`config.mk`:
```
export PLATFORM = sky130hd
export DESIGN_NAME = stream_upsizer
export DESIGN_NICKNAME = d
export VERILOG_FILES = /design/src/rtl/delta_counter.sv /design/src/rtl/stream_upsizer.sv
export SDC_FILE = /design/constraint.sdc
export NUM_CORES = 1
export LEC_CHECK = 0
export CAP_MARGIN = 40
export CORE_MARGIN = 2
export CORE_UTILIZATION = 25
export CTS_CLUSTER_SIZE = 24
export DETAILED_ROUTE_END_ITERATION = 7
export PLACE_DENSITY = 0.49
export SLEW_MARGIN = 40
export SYNTH_ARGS = -nofsm -noshare
export SYNTH_HDL_FRONTEND = slang
export SYNTH_SLANG_ARGS = --single-unit
```
`constraint.sdc`:
```
create_clock -name clk_i -period 2.2 [get_ports clk_i]
set_input_delay 0.44 -clock clk_i [delete_from_list [all_inputs] [get_ports clk_i]]
set_output_delay 0.44 -clock clk_i [all_outputs]
set_load 0.02 [all_outputs]
```
`src/rtl/delta_counter.sv`:
```
// Counter with step size delta_i. Clear has priority over load, and load has priority over count.
// The count wraps modulo 2**WIDTH.
module delta_counter #(
  parameter int unsigned WIDTH = 32'd4
) (
  input  logic             clk_i,
  input  logic             rst_ni,
  input  logic             clear_i,
  input  logic             en_i,
  input  logic             load_i,
  input  logic             down_i,
  input  logic [WIDTH-1:0] delta_i,
  input  logic [WIDTH-1:0] d_i,
  output logic [WIDTH-1:0] q_o
);

  logic [WIDTH-1:0] r_cnt;
  logic [WIDTH-1:0] w_cnt_next;

  always_comb begin
    w_cnt_next = r_cnt;
    if (clear_i) begin
      w_cnt_next = {WIDTH{1'b0}};
    end else if (load_i) begin
      w_cnt_next = d_i;
    end else if (en_i) begin
      w_cnt_next = down_i ? (r_cnt - delta_i) : (r_cnt + delta_i);
    end else begin
      w_cnt_next = r_cnt;
    end
  end

  always_ff @(posedge clk_i or negedge rst_ni) begin
    if (!rst_ni) begin
      r_cnt <= {WIDTH{1'b0}};
    end else begin
      r_cnt <= w_cnt_next;
    end
  end

  assign q_o = r_cnt;

endmodule

```
`src/rtl/stream_upsizer.sv`:
```
// Packs Ratio narrow input beats into one wide output word.
// A last_i beat closes a partial word early, and its unwritten lanes read as zero.
module stream_upsizer #(
  parameter int unsigned InWidth = 32'd8,
  parameter int unsigned Ratio   = 32'd4
) (
  input  logic                     clk_i,
  input  logic                     rst_ni,
  input  logic                     flush_i,
  input  logic [InWidth-1:0]       data_i,
  input  logic                     last_i,
  input  logic                     valid_i,
  output logic                     ready_o,
  output logic [InWidth*Ratio-1:0] data_o,
  output logic [Ratio-1:0]         strb_o,
  output logic                     last_o,
  output logic                     valid_o,
  input  logic                     ready_i,
  output logic                     busy_o
);

  localparam int unsigned CntWidth = (Ratio > 32'd1) ? $clog2(Ratio) : 32'd1;
  localparam int unsigned OutWidth = InWidth * Ratio;

  if (Ratio < 32'd2) begin : g_ratio_check
    $fatal(1, "stream_upsizer: Ratio must be at least 2");
  end

  logic [CntWidth-1:0] w_cnt_q;
  logic                w_beat;
  logic                w_word_xfer;
  logic                w_complete;
  logic                w_cnt_clear;
  logic [OutWidth-1:0] w_merge_data;
  logic [Ratio-1:0]    w_merge_strb;
  logic [OutWidth-1:0] r_acc_data;
  logic [Ratio-1:0]    r_acc_strb;
  logic [OutWidth-1:0] r_data_o;
  logic [Ratio-1:0]    r_strb_o;
  logic                r_last_o;
  logic                r_valid_o;

  // The output slot is free when it is empty or is being drained in this cycle.
  assign ready_o     = !r_valid_o || ready_i;
  assign w_beat      = valid_i && ready_o;
  assign w_word_xfer = r_valid_o && ready_i;
  assign w_complete  = w_beat && ((w_cnt_q == CntWidth'(Ratio - 32'd1)) || last_i);
  assign w_cnt_clear = flush_i || w_complete;

  always_comb begin
    w_merge_data = r_acc_data | (OutWidth'(data_i) << (w_cnt_q * InWidth));
    w_merge_strb = r_acc_strb | (Ratio'(1'b1) << w_cnt_q);
  end

  delta_counter #(
    .WIDTH (CntWidth)
  ) u_lane_cnt (
    .clk_i   (clk_i),
    .rst_ni  (rst_ni),
    .clear_i (w_cnt_clear),
    .en_i    (w_beat),
    .load_i  (1'b0),
    .down_i  (1'b0),
    .delta_i (CntWidth'(1'b1)),
    .d_i     ({CntWidth{1'b0}}),
    .q_o     (w_cnt_q)
  );

  always_ff @(posedge clk_i or negedge rst_ni) begin
    if (!rst_ni) begin
      r_acc_data <= {OutWidth{1'b0}};
      r_acc_strb <= {Ratio{1'b0}};
    end else if (w_cnt_clear) begin
      r_acc_data <= {OutWidth{1'b0}};
      r_acc_strb <= {Ratio{1'b0}};
    end else if (w_beat) begin
      r_acc_data <= w_merge_data;
      r_acc_strb <= w_merge_strb;
    end
  end

  // Reloading while the current word drains keeps valid_o high, so no bubble is inserted.
  always_ff @(posedge clk_i or negedge rst_ni) begin
    if (!rst_ni) begin
      r_data_o  <= {OutWidth{1'b0}};
      r_strb_o  <= {Ratio{1'b0}};
      r_last_o  <= 1'b0;
      r_valid_o <= 1'b0;
    end else if (flush_i) begin
      r_valid_o <= 1'b0;
    end else if (w_complete) begin
      r_data_o  <= w_merge_data;
      r_strb_o  <= w_merge_strb;
      r_last_o  <= last_i;
      r_valid_o <= 1'b1;
    end else if (w_word_xfer) begin
      r_valid_o <= 1'b0;
    end
  end

  assign data_o  = r_data_o;
  assign strb_o  = r_strb_o;
  assign last_o  = r_last_o;
  assign valid_o = r_valid_o;
  assign busy_o  = (w_cnt_q != {CntWidth{1'b0}}) || r_valid_o;

endmodule

```
==> qor.csv, run 1 <==
metric,value,unit
run status,"finished, final reports clean",
min-delay worst type,in2async,
Highest Signal Layer,met4,
post-synthesis average cell area,11.4,sq um
"Distinct cells, synth",36,
I/O pin count,54,
first-pass GRT wire length,14000,um
fmax,485,MHz
Leak Pwr,2.10,nW
initial drt markers,121,
overall routing resource usage,0.112,
min cycle time layout,2060,ps
Power per Cell Area,734,nW/um^2
FILL cells,1513,
Worst Path Required,1760,ps
Sink Count,76,
Synth Net Count,352,
RSZ-0062 raised after global routing,no,
root buf cell,clkbuf_16,
power share of the combinational group,0.159,
antenna violations before repair,0,
Max Cap Viol,0,
critical path type,in2out,
sequential power share,0.433,
synth-to-layout area growth,25.6,%
Power Total,3.50,mW
max_slew headroom,0.664,
Post-DP HPWL,6020,um
n_diodes,0,
most frequent CP cell,clkdlybuf4s50_1,
H-tree lvl count,3,
Yosys Warn Count,0,
part of the power in the clock network,0.408,
Site Rows,45,
wire length on met3,315,um
CTS buffer count,9,
clk_lat worst skew,340,ps
M1 WL,4110,um
CP top delay family,buffers and inverters,
max-slew violations,0,
core area,15000,sq um
final hold vios,0,
Setup WS post-layout,136,ps
vias per cell,4.33,
GPL Wtd Cong,0.771,
Netlist Area Pre-Place,3800,sq um
P_int,2.59,mW
worst path cell trace,"clkdlybuf4s50_1, nand2b_4, clkdlybuf4s50_1",
clk buf depth,2,
DP Worst Slack,81.9,ps
layout cells sized above 1,0.179,
Nets,406,
Setup Buffers After CTS,0,
pin count of the biggest net entering global routing,38,
P_sw,0.909,mW
max incr delay on CP,600,ps
Worst setup EP type,primary output,
skew final,6.49,ps
Sw Share,0.260,
Startpoint Class,input pin,
Arrival @ worst endpoint,1620,ps
"Seq/Total Area, Yosys",0.501,
Initial Util,0.253,
die area,16200,sq um
Slowest cell on crit path,clkdlybuf4s50_1,
total grt overflow,0,
CP Buf/Inv Count,2,
worst slew pin tran,505,ps
Setup-failing EPs final,0,
Die Width,127,um
drt first pass iters,4,
routed wire length,8600,um
peak supply drop,0.300,mV
fin crit share,0.938,
met2 WL,4020,um
DR vias,2514,
"Core Util, Final",0.317,
setup TNS,0,ps
vias in the first global route,2614,
Avg WL per Cell,14.8,um
maximum fanout along the worst path,2,
"flops & latches, synth",76,
CTS tree,built,
DRT antenna net count,0,
cell count after synthesis,334,
# DRC,0,
port bufs,53,
Worst-path clk slew,60,ps
overall die height,127,um
## registers in the layout, summed over array words and instances, names as in the netlist
name            flops
u_lane_cnt.q_o      2
last_o              1
valid_o             1
data_o             32
r_acc_strb          4
strb_o              4
r_acc_data         32
## layout make-up
class | count | area, sq um | area share
multi-input combinational | 169 | 1420 | 0.298
clock buffer | 14 | 284 | 0.0595
tap | 188 | 235 | 0.0493
sequential | 76 | 1900 | 0.399
clock inverter | 1 | 5.00 | 0.00105
inverter | 63 | 236 | 0.0496
timing repair buffer | 69 | 684 | 0.143
## synthesized netlist by cell type (all sizes together)
cell type,n,area [sq um]
inv,63,236
nand3,1,10.0
and4bb,1,12.5
and2b,2,15.0
dfrtp,76,1900
a22o,1,8.76
nand2b,2,20.0
o21ai,1,5.00
mux2,2,22.5
a2111oi,24,373
a21oi,33,165
and2,1,7.51
ha,4,50.1
buf,12,103
nand4,3,63.8
clkbuf,10,60.1
nor2b,1,8.76
a31o,1,8.76
mux2i,36,360
bufbuf,4,75.1
and3,2,17.5
nor2,42,168
a41oi,11,96.3
or2,1,8.76
## cell families (layout without fill, tap and decap cells)
logic type,after synthesis,count (layout),synth area share
and+or+nand+nor,56,56,0.0873
DFF,76,76,0.501
buffers and inverters,89,147,0.125
muxes,38,38,0.101
AOI/OAI and AO/OA,71,71,0.173
adders and majority gates,4,4,0.0132
## worst register-to-register path: stages, from the launching register on
cell	delay (ps)
dfrtp_2	460
ha_1	300
or2_4	290
and3_4	320
a2111oi_2	340
## cells in the final DEF, fill, tap and decap left out
cell	instances
dfrtp_1	75
inv_1	63
clkdlybuf4s50_1	51
nor2_1	40
mux2i_1	36
a21oi_1	33
a2111oi_2	23
buf_4	14
a41oi_1	11
clkbuf_16	9
ha_1	4
clkbuf_8	4
nand4_4	3
buf_12	3
and2b_1	2
nand2b_4	1
nand2b_1	1
nor2_4	1
nor2b_2	1
nor2_2	1
or2_4	1
and3_4	1
a31o_2	1
and2_2	1
nand3_2	1
and3_1	1
mux2_2	1
and4bb_2	1
a22o_1	1
mux2_1	1
o21ai_0	1
a2111oi_4	1
clkbuf_1	1
clkinv_2	1
dlygate4sd2_1	1
dfrtp_2	1
## power by group through the flow
stage	clock (mW)	combinational, mW	sequential (mW)
final	1.43	0.555	1.52
after global routing	1.52	0.603	1.53
after CTS	1.46	0.567	1.52
after detailed placement	0	0.566	1.54
after global placement	0	0.562	1.54
after floorplan	0	0.231	1.62
## path summary, 6_finish.rpt
check,start,end,slack [ps],depth (start not counted)
setup / recovery,ready_i,ready_o,140,3
hold / removal,rst_ni,data_o[9]$_DFFE_PN0P_,80,1
setup reg to reg,u_lane_cnt.q_o[0]$_DFFE_PN0P_,r_acc_data[5]$_DFFE_PN0P_,370,4
hold reg to reg,r_acc_strb[3]$_DFFE_PN0P_,r_acc_strb[3]$_DFFE_PN0P_,490,2
max in group asynchronous,rst_ni,u_lane_cnt.q_o[0]$_DFFE_PN0P_,1510,2
min in group clk_i,r_acc_strb[3]$_DFFE_PN0P_,r_acc_strb[3]$_DFFE_PN0P_,490,2
## per-stage QoR
stage                     std cells  hold WS [ps]  cell area [sq um]
after floorplan                 334           144               3800
after global placement          565           446               4480
after detailed placement        565           452               4480
after CTS                       580          95.1               4770
after global routing            580           122               4770
final                           580          80.0               4770
## metal layers
metal	up-vias	global-route usage
met5	-	0
li1	1230	-
met4	0	0.0414
met1	1228	0.153
met3	11	0.0268
met2	45	0.172
## repair_timing
item	CTS	global route
endpoints found under the setup margin	1	0
hold buffers	0	0
resized for setup	2	0
Note: power is estimated with default switching activity, not from simulation.
==> run 2: changes to the inputs <==
- SLEW_MARGIN: 40 -> not set
==> results of run 2 <==
Final layout, timing and power as in run 1 (identical DEF).
